**src/rtl/pkt_ring_sched_if.sv**
```systemverilog
// Descriptor, ring-pointer and writer-control bundle for pkt_ring_sched.
// master drives descriptors, the consumer pointer and writer ready; slave is the scheduler.
interface pkt_ring_sched_if;
   logic        desc_valid;
   logic [15:0] desc_len;
   logic        desc_ready;
   logic [31:0] rd_ptr;
   logic [31:0] wr_ptr;
   logic        wr_ctrl;
   logic        wr_ctrl_rdy;
   logic [31:0] pkt_begin;
   logic [31:0] pkt_end;
   logic [31:0] control;
   logic [31:0] drop_cnt;
   logic        busy;

   modport master (
      output desc_valid, desc_len, rd_ptr, wr_ctrl_rdy,
      input  desc_ready, wr_ptr, wr_ctrl, pkt_begin,
      input  pkt_end, control, drop_cnt, busy
   );

   modport slave (
      input  desc_valid, desc_len, rd_ptr, wr_ctrl_rdy,
      output desc_ready, wr_ptr, wr_ctrl, pkt_begin,
      output pkt_end, control, drop_cnt, busy
   );
endinterface

```
**src/rtl/pkt_ring_sched.sv**
```systemverilog
// Packet ring scheduler: places descriptors in a circular capture ring and drives wr_ctrl.
// PKT_RING_DROP_EN: drop legal descriptors that do not fit instead of stalling in CHECK.
module pkt_ring_sched #(
   parameter logic [31:0] RING_BASE = 32'h0000_0000,
   parameter logic [31:0] RING_SIZE = 32'h0010_0000,
   parameter int unsigned MAX_PKT   = 2048
) (
   input logic             clk,
   input logic             reset,
   pkt_ring_sched_if.slave bus
);

   typedef enum logic [2:0] {
      IDLE,
      CHECK,
      ISSUE,
      WAIT,
      COMMIT
   } state_e;

   localparam logic [31:0] MASK = RING_SIZE - 32'd1;
   localparam logic [31:0] MAXP = MAX_PKT;

   state_e      state_q, state_d;
   logic [15:0] len_q, len_d;
   logic [31:0] off_q, off_d;
   logic        seen_lo_q, seen_lo_d;
   logic [31:0] wr_ptr_q, wr_ptr_d;
   logic [31:0] beg_q, beg_d;
   logic [31:0] end_q, end_d;
   logic [31:0] ctl_q, ctl_d;
   logic [31:0] drop_q, drop_d;
   logic        wr_ctrl_q, wr_ctrl_d;

   logic [31:0] len32;
   logic        illegal;
   logic [31:0] used;
   logic [31:0] free;
   logic        wrap_c;
   logic [31:0] off_c;
   logic [31:0] need;
   logic        fits;
   logic [31:0] drop_inc;
   logic [31:0] end_ofs;

   assign len32    = {16'h0000, len_q};
   assign illegal  = (len_q == 16'd0) || (len_q[1:0] != 2'b00) ||
                     (len32 > MAXP);
   assign used     = (wr_ptr_q - bus.rd_ptr) & MASK;
   // One word is kept empty so a full ring never looks empty.
   assign free     = RING_SIZE - used - 32'd4;
   assign wrap_c   = (wr_ptr_q + len32) > RING_SIZE;
   assign off_c    = wrap_c ? 32'd0 : wr_ptr_q;
   assign need     = wrap_c ? len32 + (RING_SIZE - wr_ptr_q) : len32;
   assign fits     = need <= free;
   assign drop_inc = (&drop_q) ? drop_q : drop_q + 32'd1;
   assign end_ofs  = off_q + len32;

   always_comb begin
      state_d   = state_q;
      len_d     = len_q;
      off_d     = off_q;
      seen_lo_d = seen_lo_q;
      wr_ptr_d  = wr_ptr_q;
      beg_d     = beg_q;
      end_d     = end_q;
      ctl_d     = ctl_q;
      drop_d    = drop_q;
      wr_ctrl_d = wr_ctrl_q;
      unique case (state_q)
         IDLE: begin
            if (bus.desc_valid) begin
               len_d   = bus.desc_len;
               state_d = CHECK;
            end
         end
         CHECK: begin
            if (illegal) begin
               drop_d  = drop_inc;
               state_d = IDLE;
            end else if (fits) begin
               off_d   = off_c;
               beg_d   = RING_BASE + off_c;
               end_d   = RING_BASE + off_c + len32;
               ctl_d   = {len_q, 15'h0000, wrap_c};
               state_d = ISSUE;
            end else begin
`ifdef PKT_RING_DROP_EN
               drop_d  = drop_inc;
               state_d = IDLE;
`else
               state_d = CHECK;
`endif
            end
         end
         ISSUE: begin
            if (bus.wr_ctrl_rdy) begin
               wr_ctrl_d = 1'b1;
               seen_lo_d = 1'b0;
               state_d   = WAIT;
            end
         end
         WAIT: begin
            // Completion is a rising ready: low seen first, then high.
            if (!bus.wr_ctrl_rdy) begin
               seen_lo_d = 1'b1;
            end else if (seen_lo_q) begin
               state_d = COMMIT;
            end
         end
         COMMIT: begin
            wr_ctrl_d = 1'b0;
            wr_ptr_d  = (end_ofs == RING_SIZE) ? 32'd0 : end_ofs;
            state_d   = IDLE;
         end
         default: begin
            state_d = IDLE;
         end
      endcase
   end

   always_ff @(posedge clk) begin
      if (reset) begin
         state_q   <= IDLE;
         len_q     <= '0;
         off_q     <= '0;
         seen_lo_q <= 1'b0;
         wr_ptr_q  <= '0;
         beg_q     <= '0;
         end_q     <= '0;
         ctl_q     <= '0;
         drop_q    <= '0;
         wr_ctrl_q <= 1'b0;
      end else begin
         state_q   <= state_d;
         len_q     <= len_d;
         off_q     <= off_d;
         seen_lo_q <= seen_lo_d;
         wr_ptr_q  <= wr_ptr_d;
         beg_q     <= beg_d;
         end_q     <= end_d;
         ctl_q     <= ctl_d;
         drop_q    <= drop_d;
         wr_ctrl_q <= wr_ctrl_d;
      end
   end

   assign bus.desc_ready = (state_q == IDLE) && !reset;
   assign bus.busy       = (state_q != IDLE);
   assign bus.wr_ptr     = wr_ptr_q;
   assign bus.wr_ctrl    = wr_ctrl_q;
   assign bus.pkt_begin  = beg_q;
   assign bus.pkt_end    = end_q;
   assign bus.control    = ctl_q;
   assign bus.drop_cnt   = drop_q;

endmodule

```
**src/flat_wrapper.sv**
```systemverilog
// flat-port wrapper written by rule: the top's interface ports become plain ports
module pkt_ring_sched_flat 
#(
   parameter logic [31:0] RING_BASE = 32'h0000_0000,
   parameter logic [31:0] RING_SIZE = 32'h0010_0000,
   parameter int unsigned MAX_PKT   = 2048
)
  (clk, reset, bus_desc_valid, bus_desc_len, bus_rd_ptr, bus_wr_ctrl_rdy, bus_desc_ready, bus_wr_ptr, bus_wr_ctrl, bus_pkt_begin, bus_pkt_end, bus_control, bus_drop_cnt, bus_busy);
  pkt_ring_sched_if bus_i ();
  input logic clk;
  input logic reset;
  input wire logic [$bits(bus_i.desc_valid)-1:0] bus_desc_valid;
  input wire logic [$bits(bus_i.desc_len)-1:0] bus_desc_len;
  input wire logic [$bits(bus_i.rd_ptr)-1:0] bus_rd_ptr;
  input wire logic [$bits(bus_i.wr_ctrl_rdy)-1:0] bus_wr_ctrl_rdy;
  output wire logic [$bits(bus_i.desc_ready)-1:0] bus_desc_ready;
  output wire logic [$bits(bus_i.wr_ptr)-1:0] bus_wr_ptr;
  output wire logic [$bits(bus_i.wr_ctrl)-1:0] bus_wr_ctrl;
  output wire logic [$bits(bus_i.pkt_begin)-1:0] bus_pkt_begin;
  output wire logic [$bits(bus_i.pkt_end)-1:0] bus_pkt_end;
  output wire logic [$bits(bus_i.control)-1:0] bus_control;
  output wire logic [$bits(bus_i.drop_cnt)-1:0] bus_drop_cnt;
  output wire logic [$bits(bus_i.busy)-1:0] bus_busy;
  assign bus_i.desc_valid = bus_desc_valid;
  assign bus_i.desc_len = bus_desc_len;
  assign bus_i.rd_ptr = bus_rd_ptr;
  assign bus_i.wr_ctrl_rdy = bus_wr_ctrl_rdy;
  assign bus_desc_ready = bus_i.desc_ready;
  assign bus_wr_ptr = bus_i.wr_ptr;
  assign bus_wr_ctrl = bus_i.wr_ctrl;
  assign bus_pkt_begin = bus_i.pkt_begin;
  assign bus_pkt_end = bus_i.pkt_end;
  assign bus_control = bus_i.control;
  assign bus_drop_cnt = bus_i.drop_cnt;
  assign bus_busy = bus_i.busy;
  pkt_ring_sched #(.RING_BASE(RING_BASE), .RING_SIZE(RING_SIZE), .MAX_PKT(MAX_PKT)) u_core (.clk(clk), .reset(reset), .bus(bus_i));
endmodule
```
**config.mk**
```make
export PLATFORM = sky130hd
export DESIGN_NAME = pkt_ring_sched_flat
export DESIGN_NICKNAME = d
export VERILOG_FILES = /design/src/rtl/pkt_ring_sched_if.sv /design/src/rtl/pkt_ring_sched.sv /design/src/flat_wrapper.sv
export SDC_FILE = /design/constraint.sdc
export NUM_CORES = 1
export LEC_CHECK = 0
export CAP_MARGIN = 20
export CORE_MARGIN = 8
export CORE_UTILIZATION = 30
export CTS_CLUSTER_DIAMETER = 80
export CTS_CLUSTER_SIZE = 12
export DETAILED_ROUTE_END_ITERATION = 8
export MAX_ROUTING_LAYER = met4
export SYNTH_ARGS = -nofsm -noshare
export SYNTH_HDL_FRONTEND = slang
export SYNTH_SLANG_ARGS = --single-unit
```
**constraint.sdc**
```tcl
create_clock -name clk -period 8.6 [get_ports clk]
set_input_delay 2.58 -clock clk [delete_from_list [all_inputs] [get_ports clk]]
set_output_delay 2.58 -clock clk [all_outputs]
set_load 0.05 [all_outputs]
```
==> results.ini <==
[status]
outcome = finished, final reports clean

[route]
viasPerCell = 5.31
avgRoutedWirePerCell_um = 18.3
vias_post_dr = 15013
drt_wl_total_um = 51700
drc_errors = 0
postRouteAntennaNets = 0
drt_first_pass_iters = 5
detail_route.iter0.violations = 1043

[power]
vdd_ir_drop_max_uv = 99.7
power-per-cell-area_mw_per_mm2 = 114
leakage_nw = 7.56

[worst_setup_path]
cp_top_family = compound AO/OA/AOI/OAI gates
critical_path_required_ns = 8.97
setup.worst_path.end_class = flop
worstSetupStartpoint = bus_rd_ptr[4]
critical_path.n_buffers_inverters = 9
crit_path_start_kind = input port
critPathMaxStageDelay_ns = 0.50
critPathKind = in2reg
cp_max_fo = 6
worst_r2r_startpoint = u_core.len_q[0]
worst_path_slowest_cell = or4_4
arrival_time_worst_endpoint_ns = 8.69

[worst_hold_path]
hp-start = u_core.bus.control[23]
hp-class = reg2reg

[clocking]
h-tree-depth = 4
clock_pin_slew_worst_setup_and_hold_paths_ns = 0.07
clock-sinks = 166
cts_tree = built
clock_latency_ns = 0.45
clock_path_buffers = 2
cts_made_buffers = 17
clockRootBuffer = clkbuf_16
hold_buffers = 0

[floorplanning]
initial_core_util = 0.303
die-height_um = 233
io_pins = 215
coreArea_mm2 = 0.0465
placement_rows = 79
floorplan.die_area_mm2 = 0.0542
floorplan.die.width_um = 233

[finish]
final_standard_cell_utilization_of_the_core = 0.402
layout-drive-gt1-share = 0.144
layout_commonest_cell = nand2_1
fillerInstances = 4819
nNetsFinal = 2383
area.growth.synth_to_final_pct = 32.4
mostFrequentLayoutCells = 214 x nand2_1, 188 x nor2_1, 185 x clkdlybuf4s50_1
instances_no_fill = 2828
number_of_antenna_repair_diodes = 0
finalInstanceArea_mm2 = 0.0187

[logic_synthesis]
ys_async_sr_fraction = 0
synth_warnings = 0
synth-seq-area-share = 0.236
netlist-cell-type-count = 87
post_syn_area_per_cell_um2 = 7.34
yosys_register_bits = 166
dominantRegCellSynth = dfxtp_1
synth-edff-count = 0
synth_area_mm2 = 0.0141
syn_inst = 1920

[timing]
finalClockSkew_ns = 0.0103
fmax_ghz = 0.120
final_min_period_over_clock_period = 0.968
holdWs_ns = 0.456
finalMaxSlewViolations = 0
setup-violations-final = 0
finalCriticalPeriod_ns = 8.32
hold_violations = 0
finalWorstSetupSlack_ns = 0.277
rsz0062_at_grt = yes
worstMarginPinSlew_ns = 0.930
max_slew_margin = 0.374

[global_routing]
grt_pass1_vias = 14526
grt_util_all_layers = 0.188
antenna_violations_before_repair = 0
gr-total-overflow = 0
grt_max_degree = 74
wire_length_of_the_first_global_routing_pass_um = 79600

[placement]
place_inst = 2781
place_hpwl_um = 40900
dp_worst_setup_slack_ns = -0.622
gpl.final_weighted_congestion = 0.939
instance_area_at_placement_mm2 = 0.0176
port_buffers = 187

[job]
timing.max_cap.violations = 0

==> worst paths after layout <==
kind / to / slack [ns] / cells after the start
min: u_core.bus.control[23] / 0.46 / 2
max: u_core.off_q[31] / 0.28 / 30
min reg2reg: u_core.bus.control[23] / 0.46 / 2
max reg2reg: u_core.off_q[31] / 1.29 / 29
==> worst register-to-register path, delay by kind of cell (launching register included) <==
kind	cells	cell delay, ns
compound gates	16	3.58
xor+xnor	1	0.20
fa+ha+maj	3	0.75
buf+inv	4	0.70
flops	1	0.54
simple gates	5	1.45
==> kinds of logic after synthesis <==
logic type / share of synthesized area
simple gates: 0.261
compound gates: 0.232
buf+inv: 0.0641
flops: 0.236
xor+xnor: 0.0795
fa+ha+maj: 0.112
mux: 0.0158
other cells: 0.000266
==> per-layer routing <==
layer	GRT usage	part of all wire	wire length (µm)	vias up
met5	-	0	0	-
met1	0.237	0.45	23500	7163
met3	0.0331	0.055	2830	58
met4	0.0557	0.023	1170	0
met2	0.307	0.47	24300	359
li1	-	-	-	7433
==> through the flow <==
step | total power (W) | TNS, ns
detailed placement | 0.00136 | -40.60
finish | 0.00213 | 0
global placement | 0.00136 | -35.80
CTS | 0.00213 | 0
global route | 0.00223 | -0.475
floorplan | 0.00118 | 0
==> registers in the layout (all words and copies together) (netlist names) <==
register / count
u_core.seen_lo_q: 1
u_core.bus.wr_ptr: 32
u_core.off_q: 32
u_core.state_q: 3
u_core.bus.drop_cnt: 32
u_core.len_q: 16
u_core.bus.pkt_end: 32
u_core.bus.wr_ctrl: 1
u_core.bus.control: 17
==> report_power, final <==
group          internal [W]  total [W]  switching (W)
logic              0.000230   0.000568       0.000338
registers          0.000784   0.000812      0.0000278
clock network      0.000390   0.000746       0.000356
total               0.00140    0.00213       0.000721
==> Yosys cell counts (all sizes together) (6+ instances only) <==
master / instances / area, µm²
and2: 18 / 113
buf: 30 / 194
mux2: 10 / 113
nor2b: 17 / 106
nor3b: 6 / 45.0
and3: 34 / 213
o21ai: 88 / 440
a31oi: 11 / 68.8
clkbuf: 93 / 349
inv: 96 / 360
nand3: 78 / 390
ha: 118 / 1480
o21a: 23 / 173
nor2: 190 / 713
or3: 22 / 143
a21o: 39 / 293
nor3: 49 / 250
nand4: 47 / 300
o2111ai: 7 / 61.3
o21bai: 11 / 82.6
a21oi: 183 / 916
or2: 12 / 75.1
nand2: 214 / 803
xor2: 53 / 472
a311oi: 7 / 61.3
a21boi: 13 / 97.6
o211ai: 14 / 105
mux2i: 11 / 110
a2111oi: 7 / 80.1
o31ai: 8 / 60.1
dfxtp: 166 / 3320
nor4: 24 / 165
o22ai: 6 / 37.5
nand2b: 20 / 125
a211oi: 29 / 228
xnor2: 74 / 648
and4: 7 / 63.8
a211o: 6 / 52.6
==> layout make-up <==
class	count	area, µm²	share of cell area
clock inverters	14	136	0.00731
multi-input cells	1549	10300	0.550
repair buffers	378	3370	0.181
inverters	96	360	0.0193
well taps	607	759	0.0407
flip-flops and latches	166	3320	0.178
clock buffers	18	439	0.0235
==> repair_timing <==
action	4_1_cts	5_1_grt
pin swaps	2	38
setup buffers	4	9
setup endpoints to repair	72	82
cloned	1	1
gates resized for setup	11	64
Note: power is estimated with default switching activity, not from simulation.
